## src/rtl/fl_addsub_pipe.sv

```systemverilog
// rtl/fl_addsub_pipe.sv - pipelined floating-point adder/subtractor, round-to-nearest-even, FTZ
//
// Purpose: adds or subtracts two {sign, exp, man} operands of width 1+EXP_W+MAN_W.
//   The datapath has three stages (align, add, normalise) and an output register
//   that does the rounding and packing, so a result leaves 3 cycles after the
//   operands are accepted.
//   All registers advance together on en = !out_valid || out_ready.
// Ports:
//   clk, rst             clock, synchronous active-high reset
//   in_valid/in_ready    operand handshake; in0 = A, in1 = B, sub selects A-B
//   out_valid/out_ready  result handshake; out = result
//   out_flags            {nan, inf, zero, inexact}
module fl_addsub_pipe #(
  parameter int EXP_W = 8,
  parameter int MAN_W = 23
) (
  input  logic                 clk,
  input  logic                 rst,
  input  logic                 in_valid,
  output logic                 in_ready,
  input  logic [EXP_W+MAN_W:0] in0,
  input  logic [EXP_W+MAN_W:0] in1,
  input  logic                 sub,
  output logic                 out_valid,
  input  logic                 out_ready,
  output logic [EXP_W+MAN_W:0] out,
  output logic [3:0]           out_flags
);
  localparam int W  = 1 + EXP_W + MAN_W;
  localparam int FW = MAN_W + 4;   // {hidden, man, guard, round, sticky}
  localparam int XW = EXP_W + 8;   // exponent arithmetic width, sign bit at the top
  localparam logic [EXP_W-1:0] EMAX = '1;

  logic en;
  assign en       = !out_valid || out_ready;
  assign in_ready = en;

  // ---------------- S1: classify, swap, align ----------------
  logic             sa, sb, za, zb, ia, ib, na, nb;
  logic [EXP_W-1:0] ea, eb;
  logic [MAN_W-1:0] ma, mb;

  assign sa = in0[W-1];
  assign ea = in0[W-2:MAN_W];
  assign ma = in0[MAN_W-1:0];
  assign sb = in1[W-1] ^ sub;
  assign eb = in1[W-2:MAN_W];
  assign mb = in1[MAN_W-1:0];
  // A zero exponent covers true zeros and flushed denormals alike.
  assign za = (ea == '0);
  assign zb = (eb == '0);
  assign ia = (ea == EMAX) && (ma == '0);
  assign ib = (eb == EMAX) && (mb == '0);
  assign na = (ea == EMAX) && (ma != '0);
  assign nb = (eb == EMAX) && (mb != '0);

  logic             a_big, s_big, s_sml, byp1;
  logic [EXP_W-1:0] e_big, e_sml, d;
  logic [MAN_W-1:0] m_big, m_sml;
  logic [2*FW-1:0]  sh_wide;
  logic [FW-1:0]    big_ext, sml_ext;
  logic [W-1:0]     byp_val1;
  logic [3:0]       byp_flags1;

  always_comb begin
    a_big   = {ea, ma} >= {eb, mb};
    s_big   = a_big ? sa : sb;
    s_sml   = a_big ? sb : sa;
    e_big   = a_big ? ea : eb;
    e_sml   = a_big ? eb : ea;
    m_big   = a_big ? ma : mb;
    m_sml   = a_big ? mb : ma;
    d       = e_big - e_sml;
    big_ext = {1'b1, m_big, 3'b000};
    // Lower half of the wide shift collects every bit pushed past the sticky position.
    sh_wide = {1'b1, m_sml, 3'b000, {FW{1'b0}}} >> d;
    if (32'(d) >= 32'(FW - 1)) begin
      sml_ext = FW'(1);
    end else begin
      sml_ext = {sh_wide[2*FW-1:FW+1], sh_wide[FW] | (|sh_wide[FW-1:0])};
    end

    byp1       = 1'b1;
    byp_val1   = '0;
    byp_flags1 = 4'b0000;
    if (na || nb || (ia && ib && (sa != sb))) begin
      byp_val1   = {1'b0, EMAX, 1'b1, {(MAN_W-1){1'b0}}};
      byp_flags1 = 4'b1000;
    end else if (ia) begin
      byp_val1   = {sa, EMAX, {MAN_W{1'b0}}};
      byp_flags1 = 4'b0100;
    end else if (ib) begin
      byp_val1   = {sb, EMAX, {MAN_W{1'b0}}};
      byp_flags1 = 4'b0100;
    end else if (za && zb) begin
      // Only (-0) + (-0) keeps a negative sign.
      byp_val1   = {sa & sb, {(W-1){1'b0}}};
      byp_flags1 = 4'b0010;
    end else if (za) begin
      byp_val1   = {sb, eb, mb};
    end else if (zb) begin
      byp_val1   = {sa, ea, ma};
    end else begin
      byp1       = 1'b0;
    end
  end

  logic             v1, r1_byp, r1_sign, r1_sub;
  logic [W-1:0]     r1_byp_val;
  logic [3:0]       r1_byp_flags;
  logic [EXP_W-1:0] r1_exp;
  logic [FW-1:0]    r1_big, r1_sml;

  always_ff @(posedge clk) begin
    if (en) begin
      r1_byp       <= byp1;
      r1_byp_val   <= byp_val1;
      r1_byp_flags <= byp_flags1;
      r1_sign      <= s_big;
      r1_sub       <= s_big ^ s_sml;
      r1_exp       <= e_big;
      r1_big       <= big_ext;
      r1_sml       <= sml_ext;
    end
  end

  // ---------------- S2: add / subtract magnitudes ----------------
  logic [FW:0] sum2;
  // The swap guarantees big >= small, so the difference never goes negative.
  assign sum2 = r1_sub ? ({1'b0, r1_big} - {1'b0, r1_sml})
                       : ({1'b0, r1_big} + {1'b0, r1_sml});

  logic             v2, r2_byp, r2_sign;
  logic [W-1:0]     r2_byp_val;
  logic [3:0]       r2_byp_flags;
  logic [EXP_W-1:0] r2_exp;
  logic [FW:0]      r2_sum;

  always_ff @(posedge clk) begin
    if (en) begin
      r2_byp       <= r1_byp;
      r2_byp_val   <= r1_byp_val;
      r2_byp_flags <= r1_byp_flags;
      r2_sign      <= r1_sign;
      r2_exp       <= r1_exp;
      r2_sum       <= sum2;
    end
  end

  // ---------------- S3: normalise ----------------
  logic [XW-1:0] lz, x3, ext_exp;
  logic [FW-1:0] n3;
  logic          found, z3;

  assign ext_exp = {{(XW-EXP_W){1'b0}}, r2_exp};

  always_comb begin
    lz    = XW'(FW);
    found = 1'b0;
    for (int i = FW - 1; i >= 0; i--) begin
      if (!found && r2_sum[i]) begin
        lz    = XW'(FW - 1 - i);
        found = 1'b1;
      end
    end
    // A large left shift only follows near-total cancellation (d <= 1), where
    // round and sticky are still zero, so shifting them up is exact.
    if (r2_sum[FW]) begin
      n3 = {r2_sum[FW:2], r2_sum[1] | r2_sum[0]};
      x3 = ext_exp + XW'(1);
    end else begin
      n3 = r2_sum[FW-1:0] << lz;
      x3 = ext_exp - lz;
    end
    z3 = (r2_sum == '0);
  end

  logic          v3, r3_byp, r3_sign, r3_zero;
  logic [W-1:0]  r3_byp_val;
  logic [3:0]    r3_byp_flags;
  logic [XW-1:0] r3_exp;
  logic [FW-1:0] r3_n;

  always_ff @(posedge clk) begin
    if (en) begin
      r3_byp       <= r2_byp;
      r3_byp_val   <= r2_byp_val;
      r3_byp_flags <= r2_byp_flags;
      r3_sign      <= r2_sign;
      r3_zero      <= z3;
      r3_exp       <= x3;
      r3_n         <= n3;
    end
  end

  // ---------------- round and pack into the output register ----------------
  logic             up, inex, ovf, unf;
  logic [MAN_W+1:0] mr;
  logic [MAN_W-1:0] man_f;
  logic [XW-1:0]    xr;
  logic [W-1:0]     res;
  logic [3:0]       flg;

  always_comb begin
    inex  = r3_n[2] | r3_n[1] | r3_n[0];
    up    = r3_n[2] & (r3_n[1] | r3_n[0] | r3_n[3]);
    mr    = {1'b0, r3_n[FW-1:3]} + (MAN_W+2)'(up);
    // A rounding carry leaves 10...0, so the stored mantissa becomes zero.
    xr    = r3_exp + XW'(mr[MAN_W+1]);
    man_f = mr[MAN_W+1] ? mr[MAN_W:1] : mr[MAN_W-1:0];
    ovf   = !xr[XW-1] && (xr >= XW'(EMAX));
    unf   = xr[XW-1] || (xr == '0);
    res   = {r3_sign, xr[EXP_W-1:0], man_f};
    flg   = {3'b000, inex};
    if (r3_byp) begin
      res = r3_byp_val;
      flg = r3_byp_flags;
    end else if (r3_zero) begin
      res = '0;
      flg = 4'b0010;
    end else if (ovf) begin
      res = {r3_sign, EMAX, {MAN_W{1'b0}}};
      flg = 4'b0101;
    end else if (unf) begin
      res = {r3_sign, {(W-1){1'b0}}};
      flg = 4'b0011;
    end
  end

  always_ff @(posedge clk) begin
    if (rst) begin
      v1        <= 1'b0;
      v2        <= 1'b0;
      v3        <= 1'b0;
      out_valid <= 1'b0;
      out       <= '0;
      out_flags <= '0;
    end else if (en) begin
      v1        <= in_valid;
      v2        <= v1;
      v3        <= v2;
      out_valid <= v3;
      if (v3) begin
        out       <= res;
        out_flags <= flg;
      end
    end
  end
endmodule
```

## config.mk

```make
export PLATFORM = sky130hd
export DESIGN_NAME = fl_addsub_pipe
export DESIGN_NICKNAME = d
export VERILOG_FILES = /design/src/rtl/fl_addsub_pipe.sv
export SDC_FILE = /design/constraint.sdc
export NUM_CORES = 1
export LEC_CHECK = 0
export BUFFER_PORTS_ARGS = -buffer_cell sky130_fd_sc_hd__buf_2
export CAP_MARGIN = 15
export CORE_UTILIZATION = 50
export CTS_BUF_LIST = sky130_fd_sc_hd__clkbuf_4
export DETAILED_ROUTE_END_ITERATION = 8
export GPL_TIMING_DRIVEN = 0
export HOLD_SLACK_MARGIN = 0.08
export PLACE_DENSITY_LB_ADDON = 0.2
export SKIP_LAST_GASP = 1
export SLEW_MARGIN = 30
export SYNTH_ARGS = -nofsm -noshare
export SYNTH_HDL_FRONTEND = slang
export SYNTH_SLANG_ARGS = --single-unit
export TNS_END_PERCENT = 100
```

## constraint.sdc

```tcl
create_clock -name clk -period 23.7 [get_ports clk]
set_clock_uncertainty 0.1 [all_clocks]
set_input_delay 1.185 -clock clk [delete_from_list [all_inputs] [get_ports clk]]
set_output_delay 1.185 -clock clk [all_outputs]
set_load 0.02 [all_outputs]
```

Word level (Yosys, flattened, before mapping)
Cells that the tools add are included.

storage, ports and cells
  bits in registers = 293
  bits in latches = 0
  bits in writable memories = 0
  bits in read-only memories = 0
  bits of input ports = 69
  logic and storage cells = 215
  memories kept = 0

cells by class
  add/sub/neg operators = 7
  multiply operators = 0
  div/mod/pow operators = 0
  magnitude comparators = 3
  equal/unequal tests = 3
  shifts and indexed selects = 2
  mux-type cells = 80
  bitwise operators = 10
  reduce and logical (&&, ||, !) cells = 79

operators by type and width
  kind                                                                                  number
  16-bit two-way mux                                                                    27
  32-bit two-way mux                                                                    7
  23-bit two-way mux                                                                    3
  31-bit two-way mux                                                                    2
  54-bit by 8-bit >> shifter with 54-bit output                                         1
  23-bit zero test                                                                      2
  23-bit nonzero test                                                                   2
  1-bit logical AND                                                                     34
  31-bit greater-or-equal comparator                                                    1
  1-bit two-way mux                                                                     29
  27-bit by 27-bit adder with 28-bit output                                             1
  1-bit zero test                                                                       28
  28-bit zero test                                                                      1
  28-bit two-way mux                                                                    1
  27-bit by 27-bit subtractor with 28-bit output                                        1
  27-bit OR reduction                                                                   1
  27-bit by 16-bit << shifter with 27-bit output                                        1
  26-bit two-way mux                                                                    1
  24-bit by 1-bit adder with 25-bit output                                              1
  16-bit by 1-bit adder with 16-bit output                                              1
  8-bit equality test, second input constant                                            2
  16-bit by 8-bit greater-or-equal comparator with 1-bit output, second input constant  1
  16-bit zero test                                                                      1
  8-bit zero test                                                                       2
  18 further kinds                                                                      33

Logic depth before layout (Yosys ltp)
  depth after elaboration = 81
  gate-level depth with buffers = 27
  gate-level depth less buffers = 25

Least setup slack after synthesis
No wires, ideal clock.

  path kind = input-to-reg
  start point = input port out_ready
  end point = register out[11]
  setup time = 132 ps
  arrival = 10581 ps
  data required time = 23468 ps
  slack = 12887 ps
  cell stages on the path = 6
  path buffers = 2
  path through = nand2b_1 -> clkbuf_1 -> nand2_1 -> clkbuf_1 -> a221oi_1 -> nor3_1

between the ends
  cells in the longest elaborated chain, start to end = 2

RTL lines
  what                           RTL line  RTL
  start, declared                25        input logic out_ready,
  1-bit logical OR               35        assign en = !out_valid || out_ready;
  via in_ready                   20        output logic in_ready,
  2-bit AND reduction (no line)  -
  end signal, assigned           244       out <= res;
  end, declared                  26        output logic [EXP_W+MAN_W:0] out,

The timed path passes the listed nets, and every way through them passes these cells.
A chain may end at the register's enable or synchronous reset.

Worst setup path in the final report
  start point = input port in1[4]
  end point = register r1_sml[0] (data pin)

between the ends
  cells in the longest elaborated chain, start to end = 6
  elaborated cells between the ends (all ways) = 9
  those cells by class = add/sub: 1; order compare: 2; shift: 1; mux: 3; bitwise: 1; reduce/logical: 1

RTL lines
  what                                           RTL line  RTL
  start, declared                                22        input logic [EXP_W+MAN_W:0] in1,
  31-bit greater-or-equal comparator             66        a_big = {ea, ma} >= {eb, mb};
  8-bit two-way mux (on tied branches)           69, 70
  8-bit subtractor                               73        d = e_big - e_sml;
  54-bit by 8-bit >> shifter with 54-bit output  76        sh_wide = {1'b1, m_sml, 3'b000, {FW{1'b0}}} >> d;
  27-bit OR reduction                            80        sml_ext = {sh_wide[2*FW-1:FW+1], sh_wide[FW] | (|sh_wide[FW-1:0])};
  1-bit OR                                       80
  end signal, assigned                           123       r1_sml <= sml_ext;
  end, declared                                  112       logic [FW-1:0] r1_big, r1_sml;

Several ways; a longest one is shown, not always the timed one.

==> flow_summary.toml <==
[cts]
cts_sinks = 290
cts_resized = 0
cts_tree = "built"
numCtsBuffers = 75
h-tree-depth = 3
cts_buffer_depth = 3
clock_latency_ns = 0.73
cts_hold_buf = 0
clk_pin_slew_worst_paths_ns = 0.08
cts-root-buf = "clkbuf_4"
post_cts.repair.setup_buffers = 0

[critical_path]
cp_max_fo = 10
crit_buf_inv = 7
arrival_ns = 7.92
r2r_slack_ns = 17.10
worst_path_largest_cell_delay_ns = 0.59
crit_family = "buffers and inverters"
crit_type = "primary input to flip-flop"
required_ns = 24.06
cp_slowest_cell = "o31ai_1"
cp-end-kind = "flip-flop"
path_cells = "buf_2 -> inv_1 -> ha_1 -> a211oi_1 -> nor2_1 -> o31ai_1 -> a211oi_4 -> nor2_2 -> buf_6 -> buf_4 -> buf_1 -> clkbuf_1 -> mux2_2 -> ha_1 -> or4_4 -> nand2_4 -> xnor2_4 -> clkbuf_1 -> mux2i_1 -> mux2i_1 -> mux2i_1 -> o21ai_0 -> nor4bb_1 -> o22ai_1"
cp-start-kind = "primary input"
cpMostUsedCell = "mux2i_1"

[power]
p_leak_nw = 8.53
ir_drop_mv = 0.0400
total_power_mw = 1.73
cellPowerDensity_nw_per_um2 = 83.7

[grt]
grt_max_degree = 53
grt.overflow.total = 0
busiest_layer = "met2"
grt_pass1_vias = 14800
antenna_found_initial = 12
use_met1 = 0.389
track_usage = 0.302
grt_use_met3 = 0.0661
grt_pass1_wl_mm = 86.3
grtUsageMet2 = 0.484

[detailed_routing]
ant_nets = 0
route.vias.total = 15300
drcViolationCount = 0
firstDrtPassIters = 6
drt_iter0_markers = 1246
wl_per_cell_um = 22.6
via_per_inst = 6.06
finalWirelength_mm = 57.1

[die]
fp.dieH_um = 194
rows = 69
die_area_sq_um = 37600
ios = 107
die_w_um = 194
core_region_area_sq_um = 35900
start_util = 0.513

[sta]
rsz0062_at_grt = "false"
period_share = 0.319
fin_ws_ns = 16.14
fmax_mhz = 132
setup_tns_ns = 0
slew_headroom = 0.340
finalCriticalPeriod_ns = 7.56
max_slew.worst_pin.slew_ns = 0.981
setup_violations = 0
hold_viol = 0
fin_hold_ws_ns = 0.294
slew_viol_final = 0

[logic_synthesis]
ys_warn_count = 0
postSynthAreaPerCell_sq_um = 10.2
syn_nets = 1976
async_flop_share = 0
yosysMostFrequentCell = "edfxtp_1"
synthesis.instances = 1815
yosysUniqueCellTypes = 89
yosysTopAreaCell = "edfxtp_1"
synth_enable_flop_cells = 250
synthTopCellsByCount = "edfxtp_1 (250), nor2_1 (236), a21oi_1 (113), mux2i_1 (113), nand2_1 (107)"
synth_area_leaders = "edfxtp_1 (41%), mux2i_1 (6.1%), ha_1 (6.1%)"
synth_top_flop_cell = "edfxtp_1"
mappedNetlistArea_sq_um = 18400
synth-seq-area-share = 0.451
yosysTopAreaCellShare = 0.407
ys_seq_elements = 290

[placement]
dp.cells = 2388
numPortBuffers = 105
placed_cell_area_sq_um = 19700
routabilityCongestion = 1.00
dp_hpwl_mm = 44.7
place_ws_ns = 15.44

[final_layout]
stdcell_area_sq_um = 20700
fillers = 3204
area.growth.synth_to_final_pct = 12.1
fin_nets = 2165
postLayoutCoreUtil = 0.575
fin_cells = 2526
drive_above_1_share = 0.167

[hold_path]
hp-class = "flip-flop to flip-flop"

[outcome]
outcome = "finished clean"

[flow_run]
cap_violations = 0
-- layer usage --
layer / routed length [um] / vias to the layer above
met1: 24200 / 7259
met2: 26100 / 653
met4: 2570 / 12
met3: 4100 / 165
met5: 68 / -
li1: - / 7226
-- cells in the final DEF, fill, tap and decap left out, types with 12 or more instances in the layout --
| cell | synthesis | final |
|---|---|---|
| edfxtp_1 | 250 | 250 |
| nor2_1 | 236 | 236 |
| a21oi_1 | 113 | 113 |
| mux2i_1 | 113 | 113 |
| clkbuf_4 | 0 | 113 |
| buf_2 | 2 | 108 |
| nand2_1 | 107 | 107 |
| inv_1 | 105 | 105 |
| o21ai_0 | 101 | 101 |
| ha_1 | 90 | 90 |
| clkbuf_1 | 64 | 63 |
| nor3_1 | 53 | 53 |
| mux2_2 | 45 | 45 |
| nand3_1 | 42 | 42 |
| dfxtp_1 | 40 | 40 |
| xnor2_1 | 36 | 35 |
| a221oi_1 | 27 | 27 |
| xor2_1 | 25 | 25 |
| nor4_1 | 22 | 22 |
| nand4_1 | 22 | 22 |
| a211oi_1 | 22 | 22 |
| mux4_2 | 22 | 22 |
| o21a_1 | 20 | 20 |
| o31ai_1 | 18 | 18 |
| o211ai_1 | 14 | 14 |
| a31oi_1 | 13 | 13 |
| clkinv_1 | 1 | 13 |
| and2_1 | 12 | 12 |
| a21o_1 | 12 | 12 |
| nor2b_1 | 12 | 12 |
-- where the power goes --
part,total [mW],internal (mW),switching (mW),leakage (nW)
clock,0.428,0.228,0.200,0.577
sequential,0.722,0.638,0.0833,3.19
combinational,0.579,0.218,0.361,4.76
total,1.73,1.08,0.644,8.53
-- registers in the layout (all words and copies together) (netlist names), 3 cells and up --
| register | count |
|---|---|
| r3_n | 27 |
| out | 32 |
| r2_exp | 8 |
| r2_sum | 28 |
| r1_sml | 27 |
| r1_byp_flags | 3 |
| r3_byp_flags | 3 |
| out_flags | 4 |
| r1_exp | 8 |
| r3_exp | 16 |
| r2_byp_val | 32 |
| r1_byp_val | 32 |
| r2_byp_flags | 3 |
| r3_byp_val | 32 |
| r1_big | 23 |
-- path summary, 6_finish.rpt --
check | end | cells after the start | startpoint
max reg2reg | out[15]$_SDFFE_PP0P_ | 26 | r3_n[2]$_DFFE_PN_
max | r1_sml[0]$_SDFFCE_PP1N_ | 24 | in1[4]
min reg2reg | r3_byp_val[20]$_DFFE_PN_ | 0 | r2_byp_val[20]$_DFFE_PN_
min | r3_byp_val[20]$_DFFE_PN_ | 0 | r2_byp_val[20]$_DFFE_PN_
-- cell type report --
cell class                 instances  area, sq um  share of cell area
tap                              461          577              0.0279
inverter                         109          409              0.0198
timing repair buffer             112          666              0.0322
buffer                            81          352              0.0170
sequential                       290         8310               0.402
clock inverter                    21          124             0.00600
clock buffer                     112          841              0.0407
multi-input combinational       1335         9370               0.454
antenna                            5         12.5            0.000606
-- cell families after synthesis --
family | count (synthesis) | synth area share
adder cells (fa/ha/maj) | 92 | 0.0633
multiplexers | 180 | 0.116
AND/OR/NAND/NOR | 569 | 0.145
XOR/XNOR | 63 | 0.0320
AO/OA/AOI/OAI | 431 | 0.152
flip-flops | 290 | 0.451
buffers and inverters | 190 | 0.0411
(Power assumes the default switching activity.)
